$ cat src/rtl/seg7_pkg.sv
// Shared definitions for the 7-segment display path: glyph encodings,
// the invalid-digit marker and the scan decoder state type.
package seg7_pkg;

    // Segment order is {a,b,c,d,e,f,g} = seg[6:0], active-high.
    localparam logic [6:0] SEG_0     = 7'h7E;
    localparam logic [6:0] SEG_1     = 7'h30;
    localparam logic [6:0] SEG_2     = 7'h6D;
    localparam logic [6:0] SEG_3     = 7'h79;
    localparam logic [6:0] SEG_4     = 7'h33;
    localparam logic [6:0] SEG_5     = 7'h5B;
    localparam logic [6:0] SEG_6     = 7'h5F;
    localparam logic [6:0] SEG_7     = 7'h70;
    localparam logic [6:0] SEG_8     = 7'h7F;
    localparam logic [6:0] SEG_9     = 7'h7B;
    localparam logic [6:0] SEG_BLANK = 7'h00;

    localparam logic [3:0] BCD_INVALID = 4'hF;

    typedef enum logic [1:0] {
        IDLE,
        WAIT_STABLE,
        CAPTURED
    } scan_state_t;

endpackage

$ cat src/rtl/seg7_to_bcd.sv
// Combinational glyph-to-BCD lookup; any pattern that is not a legal
// 0-9 glyph maps to BCD_INVALID with the error flag set.
module seg7_to_bcd
    import seg7_pkg::*;
(
    input  logic [6:0] i_seg,
    output logic [3:0] o_bcd,
    output logic       o_err
);

    always_comb begin
        o_bcd = BCD_INVALID;
        o_err = 1'b1;
        case (i_seg)
            SEG_0: begin o_bcd = 4'd0; o_err = 1'b0; end
            SEG_1: begin o_bcd = 4'd1; o_err = 1'b0; end
            SEG_2: begin o_bcd = 4'd2; o_err = 1'b0; end
            SEG_3: begin o_bcd = 4'd3; o_err = 1'b0; end
            SEG_4: begin o_bcd = 4'd4; o_err = 1'b0; end
            SEG_5: begin o_bcd = 4'd5; o_err = 1'b0; end
            SEG_6: begin o_bcd = 4'd6; o_err = 1'b0; end
            SEG_7: begin o_bcd = 4'd7; o_err = 1'b0; end
            SEG_8: begin o_bcd = 4'd8; o_err = 1'b0; end
            SEG_9: begin o_bcd = 4'd9; o_err = 1'b0; end
            SEG_BLANK: begin o_bcd = BCD_INVALID; o_err = 1'b1; end
            default: begin o_bcd = BCD_INVALID; o_err = 1'b1; end
        endcase
    end

endmodule

$ cat src/rtl/seg7_scan_decoder.sv
// Recovers BCD digits from a multiplexed 7-segment bus: each digit is captured
// after a stable window, and complete frames are offered on valid/ready.
module seg7_scan_decoder
    import seg7_pkg::*;
#(
    parameter int NUM_DIGITS    = 4,
    parameter int STABLE_CYCLES = 4,
    parameter int CNT_W         = 8
) (
    input  logic                    clk,
    input  logic                    rst_n,
    input  logic [6:0]              seg_in,
    input  logic [NUM_DIGITS-1:0]   dig_en,
    input  logic                    frame_ready,
    output logic                    frame_valid,
    output logic [4*NUM_DIGITS-1:0] bcd_out,
    output logic [NUM_DIGITS-1:0]   digit_err,
    output logic                    overrun
);

    localparam logic [CNT_W-1:0] L_STABLE = CNT_W'(STABLE_CYCLES);
    localparam logic [CNT_W-1:0] L_ONE    = CNT_W'(1);

    function automatic logic isOneHot(input logic [NUM_DIGITS-1:0] v);
        return (v != '0) && ((v & (v - NUM_DIGITS'(1))) == '0);
    endfunction

    logic [6:0]              r_segMeta;
    logic [6:0]              r_segSync;
    logic [NUM_DIGITS-1:0]   r_digMeta;
    logic [NUM_DIGITS-1:0]   r_digSync;

    scan_state_t             r_state;
    scan_state_t             w_stateNext;
    logic [6:0]              r_latSeg;
    logic [6:0]              w_latSegNext;
    logic [NUM_DIGITS-1:0]   r_latDig;
    logic [NUM_DIGITS-1:0]   w_latDigNext;
    logic [CNT_W-1:0]        r_cnt;
    logic [CNT_W-1:0]        w_cntNext;
    logic                    w_capture;
    logic                    w_sampleMatch;
    logic                    w_sampleOneHot;
    logic                    w_evalIdle;

    logic [NUM_DIGITS-1:0]   r_seen;
    logic [NUM_DIGITS-1:0]   w_seenNext;
    logic [4*NUM_DIGITS-1:0] r_workBcd;
    logic [4*NUM_DIGITS-1:0] w_workBcdNext;
    logic [NUM_DIGITS-1:0]   r_workErr;
    logic [NUM_DIGITS-1:0]   w_workErrNext;
    logic                    w_frameDone;

    logic                    r_frameValid;
    logic                    w_frameValidNext;
    logic [4*NUM_DIGITS-1:0] r_bcdOut;
    logic [4*NUM_DIGITS-1:0] w_bcdOutNext;
    logic [NUM_DIGITS-1:0]   r_digitErr;
    logic [NUM_DIGITS-1:0]   w_digitErrNext;
    logic                    r_overrun;
    logic                    w_overrunNext;

    logic [3:0]              w_decBcd;
    logic                    w_decErr;

    // The display bus is asynchronous; both halves use identical 2-flop
    // synchronizers so a simultaneous seg/enable change stays aligned.
    always_ff @(posedge clk or negedge rst_n) begin
        if (!rst_n) begin
            r_segMeta <= '0;
            r_segSync <= '0;
            r_digMeta <= '0;
            r_digSync <= '0;
        end else begin
            r_segMeta <= seg_in;
            r_segSync <= r_segMeta;
            r_digMeta <= dig_en;
            r_digSync <= r_digMeta;
        end
    end

    seg7_to_bcd u_seg7_to_bcd (
        .i_seg (r_latSeg),
        .o_bcd (w_decBcd),
        .o_err (w_decErr)
    );

    always_ff @(posedge clk or negedge rst_n) begin
        if (!rst_n) begin
            r_state  <= IDLE;
            r_latSeg <= '0;
            r_latDig <= '0;
            r_cnt    <= '0;
        end else begin
            r_state  <= w_stateNext;
            r_latSeg <= w_latSegNext;
            r_latDig <= w_latDigNext;
            r_cnt    <= w_cntNext;
        end
    end

    always_comb begin
        w_stateNext    = r_state;
        w_latSegNext   = r_latSeg;
        w_latDigNext   = r_latDig;
        w_cntNext      = r_cnt;
        w_capture      = 1'b0;
        w_evalIdle     = 1'b0;
        w_sampleMatch  = (r_segSync == r_latSeg) && (r_digSync == r_latDig);
        w_sampleOneHot = isOneHot(r_digSync);

        case (r_state)
            WAIT_STABLE: begin
                if (w_sampleMatch) begin
                    w_cntNext = r_cnt + L_ONE;
                    if (r_cnt + L_ONE == L_STABLE) begin
                        w_capture   = 1'b1;
                        w_stateNext = CAPTURED;
                    end
                end else begin
                    w_evalIdle = 1'b1;
                end
            end
            // Holding here until the sample changes limits each enable
            // period to a single capture.
            CAPTURED: begin
                if (!w_sampleMatch) begin
                    w_evalIdle = 1'b1;
                end
            end
            default: begin
                w_evalIdle = 1'b1;
            end
        endcase

        if (w_evalIdle) begin
            if (w_sampleOneHot) begin
                w_latSegNext = r_segSync;
                w_latDigNext = r_digSync;
                w_cntNext    = L_ONE;
                w_stateNext  = WAIT_STABLE;
            end else begin
                w_cntNext   = '0;
                w_stateNext = IDLE;
            end
        end
    end

    always_comb begin
        w_frameDone      = &r_seen;
        w_seenNext       = w_frameDone ? '0 : r_seen;
        w_workBcdNext    = r_workBcd;
        w_workErrNext    = r_workErr;
        w_frameValidNext = r_frameValid;
        w_bcdOutNext     = r_bcdOut;
        w_digitErrNext   = r_digitErr;
        w_overrunNext    = r_overrun;

        if (w_capture) begin
            for (int i = 0; i < NUM_DIGITS; i++) begin
                if (r_latDig[i]) begin
                    w_seenNext[i]          = 1'b1;
                    w_workBcdNext[4*i +: 4] = w_decBcd;
                    w_workErrNext[i]       = w_decErr;
                end
            end
        end

        // A completed frame only replaces the outputs if the previous one
        // is gone or leaving this cycle; otherwise it is dropped.
        if (w_frameDone) begin
            if (r_frameValid && !frame_ready) begin
                w_overrunNext = 1'b1;
            end else begin
                w_frameValidNext = 1'b1;
                w_bcdOutNext     = r_workBcd;
                w_digitErrNext   = r_workErr;
            end
        end else if (r_frameValid && frame_ready) begin
            w_frameValidNext = 1'b0;
        end
    end

    always_ff @(posedge clk or negedge rst_n) begin
        if (!rst_n) begin
            r_seen       <= '0;
            r_workBcd    <= '0;
            r_workErr    <= '0;
            r_frameValid <= 1'b0;
            r_bcdOut     <= '0;
            r_digitErr   <= '0;
            r_overrun    <= 1'b0;
        end else begin
            r_seen       <= w_seenNext;
            r_workBcd    <= w_workBcdNext;
            r_workErr    <= w_workErrNext;
            r_frameValid <= w_frameValidNext;
            r_bcdOut     <= w_bcdOutNext;
            r_digitErr   <= w_digitErrNext;
            r_overrun    <= w_overrunNext;
        end
    end

    assign frame_valid = r_frameValid;
    assign bcd_out     = r_bcdOut;
    assign digit_err   = r_digitErr;
    assign overrun     = r_overrun;

endmodule

$ cat config.mk
export PLATFORM = sky130hd
export DESIGN_NAME = seg7_scan_decoder
export DESIGN_NICKNAME = d
export VERILOG_FILES = /design/src/rtl/seg7_pkg.sv /design/src/rtl/seg7_to_bcd.sv /design/src/rtl/seg7_scan_decoder.sv
export SDC_FILE = /design/constraint.sdc
export NUM_CORES = 1
export LEC_CHECK = 0
export ABC_AREA = 1
export CAP_MARGIN = 10
export CELL_PAD_IN_SITES_DETAIL_PLACEMENT = 1
export CELL_PAD_IN_SITES_GLOBAL_PLACEMENT = 2
export CORE_AREA = 2 2 96 121
export DETAILED_ROUTE_END_ITERATION = 12
export DIE_AREA = 0 0 98 123
export DONT_BUFFER_PORTS = 1
export PLACE_DENSITY = 0.79
export SYNTH_ARGS = -nofsm -noshare
export SYNTH_HDL_FRONTEND = slang
export SYNTH_SLANG_ARGS = --single-unit
$ cat constraint.sdc
create_clock -name clk -period 2 [get_ports clk]
set_clock_uncertainty 0.15 [all_clocks]
set_input_delay 0.2 -clock clk [delete_from_list [all_inputs] [get_ports clk]]
set_output_delay 0.2 -clock clk [all_outputs]
set_load 0.005 [all_outputs]
==> flow_metrics.env, run 1 <==
export IMPL_ir_drop_v=0.000439
export IMPL_area_growth_pct=22.3
export IMPL_status="finished, violations left"
export IMPL_synth_area_leaders="dfrtp_1 55%, nand2_1 16%, nand3_1 7.6%"
export IMPL_cap_viol_max_count=0
export IMPL_violations="negative hold slack"
export IMPL_syn_cell_area_um2=4040
export IMPL_synth_top_area_share=0.552
export IMPL_hold_class="in -> async"
export IMPL_dr_pass1_iters=4
export IMPL_synth_seq_cells=89
export IMPL_ys_seq_area_frac=0.552
export IMPL_synth_cell_types=32
export IMPL_path_depth=12
export IMPL_vias_per_cell=4.84
export IMPL_cts_buffers=9
export IMPL_grt_ovfl_total=0
export IMPL_finalSetupViolCount=0
export IMPL_coreArea_um2=10900
export IMPL_yosys_warnings=0
export IMPL_finalHoldViolations=89
export IMPL_rsz0062_at_grt="true"
export IMPL_reg2reg_depth=12
export IMPL_slowest_delay_ns=0.46
export IMPL_chipWidth_um=98
export IMPL_grt_max_degree=90
export IMPL_fin_nets=520
export IMPL_cts_buffer_depth=2
export IMPL_critPathSlowestCell="dfrtp_2"
export IMPL_slew_limit_headroom=0.765
export IMPL_finalSetupTns_ns=0
export IMPL_pin_count=36
export IMPL_yosys_area_top_type="dfrtp_1"
export IMPL_worstPathCellList="ha_4, buf_6, nand3_4, nor2_2, nand2_1, nand2_2, nor2_4, nand2_2, nor2_4, clkbuf_16, nand3_2, nand2_2"
export IMPL_post_dp_cell_area_um2=4250
export IMPL_wl_per_cell_um=14.1
export IMPL_initial_core_util=0.370
export IMPL_power_density_nw_per_um2=789
export IMPL_cp_start_kind="register"
export IMPL_rr_startpoint="r_cnt[0]$_DFFE_PN0P_"
export IMPL_finalMaxSlewViolations=0
export IMPL_final_util=0.452
export IMPL_postSynthAreaPerCell_um2=8.57
export IMPL_synthMostInstantiatedCell="nand2_1"
export IMPL_fill_cells=1251
export IMPL_post_route_period_util=0.978
export IMPL_max_freq_mhz=511
export IMPL_r2r_end="r_workBcd[13]$_DFFE_PN0P_"
export IMPL_num_rows=43
export IMPL_grt_pass1_wl_um=14900
export IMPL_endpoint="r_workBcd[13]$_DFFE_PN0P_"
export IMPL_ctsHoldBuffers=12
export IMPL_p_total_w=0.00390
export IMPL_cp_startpoint="r_cnt[0]$_DFFE_PN0P_"
export IMPL_fp_dieArea_um2=12100
export IMPL_grt_usage=0.155
export IMPL_fin_crit_ns=1.96
export IMPL_route_detailed_drc=0
export IMPL_clk_latency_ns=0.34
export IMPL_finalWirelength_um=9070
export IMPL_cts_sinks=89
export IMPL_synth_edf_count=0
export IMPL_n_antenna_cell=0
export IMPL_worstPathBufferInverterCount=2
export IMPL_r2r_slack_ns=0.04
export IMPL_antenna_found_initial=0
export IMPL_port_buffers=0
export IMPL_tightest_slew_ns=0.352
export IMPL_drive_gt1_frac=0.215
export IMPL_crit_path_end_kind="register"
export IMPL_cpMostUsedCell="nand2_2"
export IMPL_dieHeight_um=123
export IMPL_cts_tree="yes"
export IMPL_grt_pass1_vias=3144
export IMPL_drtAntennaViolNets=0
export IMPL_p_leak_nw=2.42
export IMPL_drt_iter0_drc=85
export IMPL_cp_arrival_ns=2.09
export IMPL_dp_hpwl_um=6060
export IMPL_critPathRequiredTime_ns=2.13
export IMPL_crit_family="simple AND/OR/NAND/NOR gates"
export IMPL_hold_ws_ns=-0.599
export IMPL_synthArstFlopShare=1.00
export IMPL_crit_type="reg -> reg"
export IMPL_critPathMaxFanout=5
export IMPL_path_clk_slew_ns=0.06
export IMPL_synthTopCellsByCount="177 x nand2_1, 89 x dfrtp_1, 61 x nand3_1"
export IMPL_synth_nets=488
export IMPL_vias=3110
export IMPL_synthCells=471
export IMPL_clockRootBuffer="clkbuf_16"
export IMPL_final_design_area_no_fill_um2=4940
export IMPL_synth_main_ff_cell="dfrtp_1"
export IMPL_gp_congestion=0.815
export IMPL_cts_htree_levels=3
[registers in the layout (all words and copies together), names as in the netlist]
| register | cells |
|---|---|
| bcd_out | 16 |
| digit_err | 4 |
| frame_valid | 1 |
| overrun | 1 |
| r_cnt | 8 |
| r_digMeta | 4 |
| r_digSync | 4 |
| r_latDig | 4 |
| r_latSeg | 7 |
| r_seen | 4 |
| r_segMeta | 7 |
| r_segSync | 7 |
| r_state | 2 |
| r_workBcd | 16 |
| r_workErr | 4 |
[final cells by class]
class | count | area (um^2) | area share
Clock buffer | 10 | 239 | 0.0484
Timing Repair Buffer | 37 | 375 | 0.0760
Tap cell | 135 | 169 | 0.0342
Clock inverter | 6 | 42.5 | 0.00862
Inverter | 41 | 154 | 0.0312
Sequential cell | 89 | 2240 | 0.453
Multi-Input combinational cell | 325 | 1720 | 0.348
[timing repair]
action,CTS,global route
setup buffers,1,6
pin swaps,0,28
hold endpoints to repair,101,89
gates resized for setup,0,50
setup endpoints to repair,1,26
gates cloned,0,3
[layout by cell type (no fill, tap or decap), types with 8 or more instances in the layout]
cell / netlist / layout
nand2_1: 177 / 167
dfrtp_1: 89 / 81
nand3_1: 61 / 46
inv_1: 32 / 31
nor2_1: 30 / 22
buf_4: 4 / 19
nand3_2: 2 / 15
o21ai_1: 15 / 15
dlygate4sd3_1: 0 / 12
clkbuf_16: 0 / 11
nor2_2: 3 / 10
nand2_2: 1 / 10
dfrtp_2: 0 / 8
[stage by stage]
| stage | cells | worst slack [ns] |
|---|---|---|
| after floorplan | 471 | 0.239 |
| after CTS | 634 | 0.000153 |
| after global routing | 643 | -0.0843 |
| after global placement | 605 | 0.0778 |
| final | 643 | 0.0446 |
| after detailed placement | 605 | 0.0177 |
[metal layers]
| metal | track usage | vias to the layer above | part of all wire |
|---|---|---|---|
| met5 | 0 | - | 0 |
| met1 | 0.189 | 1504 | 0.44 |
| met2 | 0.268 | 42 | 0.52 |
| met4 | 0.0573 | 0 | 0.014 |
| li1 | - | 1553 | - |
| met3 | 0.0367 | 11 | 0.027 |
[how the worst min path moves through the flow]
stage	to	cells after the start	slack (ns)
detailed placement	bcd_out[14]$_DFFE_PN0P_	0	-0.24
floorplan	bcd_out[0]$_DFFE_PN0P_	0	-0.25
CTS	r_cnt[7]$_DFFE_PN0P_	0	-0.61
global route	bcd_out[14]$_DFFE_PN0P_	0	-0.62
global placement	bcd_out[13]$_DFFE_PN0P_	0	-0.24
finish	bcd_out[14]$_DFFE_PN0P_	0	-0.60
[cell families (layout without fill, tap and decap cells)]
family,Yosys count,after routing,synth area share
buffers and inverters,57,94,0.0617
and+or+nand+nor,290,290,0.328
adders and majority gates,3,3,0.00930
AOI/OAI and AO/OA,26,26,0.0366
xor gates and xnor gates,6,6,0.0130
DFF,89,89,0.552
[power breakdown]
part	leakage [nW]	internal [W]	switching, W
logic	1.13	0.000142	0.000222
clock network	0.135	0.000878	0.000713
registers	1.16	0.00187	0.0000751
total	2.42	0.00289	0.00101
No activity file was read; power rests on OpenSTA's default activity.
==> inputs of run 2 (changes only) <==
--- a/config.mk
+++ b/config.mk
@@ -7,3 +7,2 @@
 export LEC_CHECK = 0
-export ABC_AREA = 1
 export CAP_MARGIN = 10
@@ -11,7 +10,7 @@
 export CELL_PAD_IN_SITES_GLOBAL_PLACEMENT = 2
-export CORE_AREA = 2 2 96 121
+export CORE_AREA = 2 2 102 129
 export DETAILED_ROUTE_END_ITERATION = 12
-export DIE_AREA = 0 0 98 123
+export DIE_AREA = 0 0 104 131
 export DONT_BUFFER_PORTS = 1
-export PLACE_DENSITY = 0.79
+export PLACE_DENSITY = 0.59
 export SYNTH_ARGS = -nofsm -noshare
==> constraint.sdc (replaced) <==
create_clock -name clk -period 2 [get_ports clk]
set_clock_uncertainty 0.15 [all_clocks]
set_input_delay 0.4 -clock clk [delete_from_list [all_inputs] [get_ports clk]]
set_output_delay 0.4 -clock clk [all_outputs]
set_load 0.005 [all_outputs]
==> flow_metrics.env, run 2 <==
export IMPL_status="finished, violations left"
export IMPL_violations="negative hold slack, negative setup slack"
export IMPL_route_detailed_drc=0
export IMPL_dieHeight_um=131
export IMPL_final_design_area_no_fill_um2=4870
export IMPL_drtAntennaViolNets=0
export IMPL_synth_mux_area_frac=0.162
export IMPL_post_dp_cell_area_um2=4170
export IMPL_synth_seq_cells=89
export IMPL_cts_buffers=9
export IMPL_synth_compound_area_frac=0.0287
export IMPL_chipWidth_um=104
export IMPL_dp_cells=453
export IMPL_port_buffers=0
export IMPL_fin_crit_ns=2.07
export IMPL_drt_iter0_drc=29
export IMPL_synthAdderAreaFrac=0.0102
export IMPL_vias_per_cell=4.51
export IMPL_fin_nets=338
export IMPL_synthTopCellsByCount="89 x dfrtp_1, 27 x mux2_2, 25 x mux2_1"
export IMPL_dp_hpwl_um=5120
export IMPL_synthArstFlopShare=1.00
export IMPL_synthMostInstantiatedCell="dfrtp_1"
export IMPL_grt_usage=0.123
export IMPL_critPathRequiredTime_ns=2.07
export IMPL_critPathSlowestCell="dfrtp_1"
export IMPL_hold_ws_ns=-0.397
export IMPL_ir_drop_v=0.000508
export IMPL_finalSetupViolCount=20
export IMPL_synth_area_leaders="dfrtp_1 61%, mux2_2 8.3%, mux2_1 7.7%"
export IMPL_grt_max_degree=90
export IMPL_p_leak_nw=2.25
export IMPL_area_growth_pct=32.7
export IMPL_synth_top_area_share=0.607
export IMPL_cts_buffer_depth=2
export IMPL_fin_ws_ns=-0.0689
export IMPL_finalHoldViolations=89
export IMPL_dr_pass1_iters=3
export IMPL_pin_count=36
export IMPL_synth_xor_area_frac=0.0502
export IMPL_crit_path_end_kind="register"
export IMPL_cp_arrival_ns=2.14
export IMPL_wl_per_cell_um=15.6
export IMPL_final_cell_mix="81 x dfrtp_1, 42 x buf_4, 25 x mux2_2, 23 x mux2_4"
export IMPL_synth_cell_types=37
export IMPL_ys_seq_area_frac=0.607
export IMPL_finalMaxSlewViolations=0
export IMPL_cap_viol_max_count=0
export IMPL_synth_top_family_by_area="multiplexers"
export IMPL_tightest_slew_ns=0.381
export IMPL_num_rows=46
export IMPL_slowest_delay_ns=0.46
export IMPL_initial_core_util=0.295
export IMPL_fp_dieArea_um2=13600
export IMPL_cts_tree="yes"
export IMPL_synth_main_ff_cell="dfrtp_1"
export IMPL_n_antenna_cell=0
export IMPL_path_clk_slew_ns=0.06
export IMPL_syn_cell_area_um2=3670
export IMPL_antenna_found_initial=0
export IMPL_synth_edf_count=0
export IMPL_final_util=0.392
export IMPL_clk_latency_ns=0.34
export IMPL_post_synth_and_or_nand_nor_area_fraction=0.124
export IMPL_coreArea_um2=12400
export IMPL_worstPathBufferInverterCount=0
export IMPL_synth_nets=276
export IMPL_grt_ovfl_total=0
export IMPL_hold_class="in -> async"
export IMPL_max_freq_mhz=483
export IMPL_crit_family="simple AND/OR/NAND/NOR gates"
export IMPL_rsz0062_at_grt="true"
export IMPL_vias=2229
export IMPL_slew_limit_headroom=0.743
export IMPL_clockRootBuffer="clkbuf_16"
export IMPL_mostFrequentLayoutCell="dfrtp_1"
export IMPL_yosys_warnings=0
export IMPL_drive_gt1_frac=0.433
export IMPL_p_total_w=0.00430
export IMPL_cts_htree_levels=3
export IMPL_finalSetupTns_ns=-0.821
export IMPL_power_density_nw_per_um2=883
export IMPL_cp_start_kind="register"
export IMPL_cts_sinks=89
export IMPL_post_route_period_util=1.03
export IMPL_worstPathCellList="xor2_1, nor3_1, and3_4, nand4_4, mux2_4"
export IMPL_grt_pass1_wl_um=12900
export IMPL_grt_pass1_vias=2462
export IMPL_gp_congestion=0.747
export IMPL_yosys_area_top_type="dfrtp_1"
export IMPL_crit_type="reg -> reg"
export IMPL_postSynthAreaPerCell_um2=14.2
export IMPL_stdcell_count=494
export IMPL_ctsHoldBuffers=11
export IMPL_finalWirelength_um=7720
export IMPL_critPathMaxFanout=7
export IMPL_synthCells=259
run 2: cell types whose count changed after synthesis, sizes merged, moves of 8 or more:
cell / change
nand4: +8
xor2: +19
inv: -36
nand2: -162
nor2: -19
o21ai: -11
nand3: -62
mux2: +52
run 2: layout make-up:
class                           count  area (um^2)
Tap cell                          168          210
Sequential cell                    89         2240
Timing Repair Buffer               59          539
Multi-Input combinational cell    160         1540
Clock buffer                       11          243
Inverter                            2         7.51
Clock inverter                      5         86.3
Fill cell                        1321         7560
run 2: what timing repair did:
item                       in CTS  in global routing
cloned                          1                  0
setup endpoints to repair      31                 32
gates resized for setup        30                 10
setup buffers                  10                  4
pin swaps                       6                  5
hold endpoints to repair      100                 89
run 2: metrics by stage:
step	setup WS (ns)	hold slack [ns]
floorplan	-0.137	-0.0456
global placement	-0.0884	-0.0418
detailed placement	-0.101	-0.0409
CTS	-0.0883	-0.410
global route	-0.160	-0.415
finish	-0.0689	-0.397
run 2: routing by layer:
| layer | up-vias | wire length [um] | track usage |
|---|---|---|---|
| li1 | 1034 | - | - |
| met1 | 1162 | 3300 | 0.144 |
| met2 | 24 | 4080 | 0.214 |
| met3 | 9 | 201 | 0.0288 |
| met4 | 0 | 141 | 0.0620 |
| met5 | - | 0 | 0 |
run 2: path summary, 6_finish.rpt:
check	startpoint	endpoint	slack, ns	depth (start not counted)
setup reg to reg	r_latSeg[1]$_DFFE_PN0P_	r_workBcd[12]$_DFFE_PN0P_	-0.07	5
setup / recovery	r_latSeg[1]$_DFFE_PN0P_	r_workBcd[12]$_DFFE_PN0P_	-0.07	5
hold / removal	rst_n	r_cnt[2]$_DFFE_PN0P_	-0.40	0
min in group clk	frame_ready	overrun$_DFFE_PN0P_	0.16	2
hold reg to reg	r_segMeta[0]$_DFF_PN0_	r_segSync[0]$_DFF_PN0_	0.19	0
max in group asynchronous	rst_n	r_digSync[0]$_DFF_PN0_	1.90	0
run 2: cell families after synthesis:
group,Yosys count
AO/OA/AOI/OAI,16
XOR/XNOR,21
adder cells (fa/ha/maj),3
buffers and inverters,10
flip-flops,89
multiplexers,53
AND/OR/NAND/NOR,67
run 2: power by group:
group,leakage (nW),switching [W],internal (W),total [W]
Sequential,1.16,0.0000645,0.00187,0.00194
Combinational,0.929,0.000234,0.000276,0.000510
Clock,0.161,0.000710,0.00114,0.00185
Total,2.25,0.00101,0.00329,0.00430
run 2: worst reg2reg max path, delay by kind of cell, from the launching register on:
| kind | cells | cell delay [ns] |
|---|---|---|
| muxes | 1 | 0.36 |
| xor gates and xnor gates | 1 | 0.22 |
| and+or+nand+nor | 3 | 0.78 |
| DFF | 1 | 0.46 |
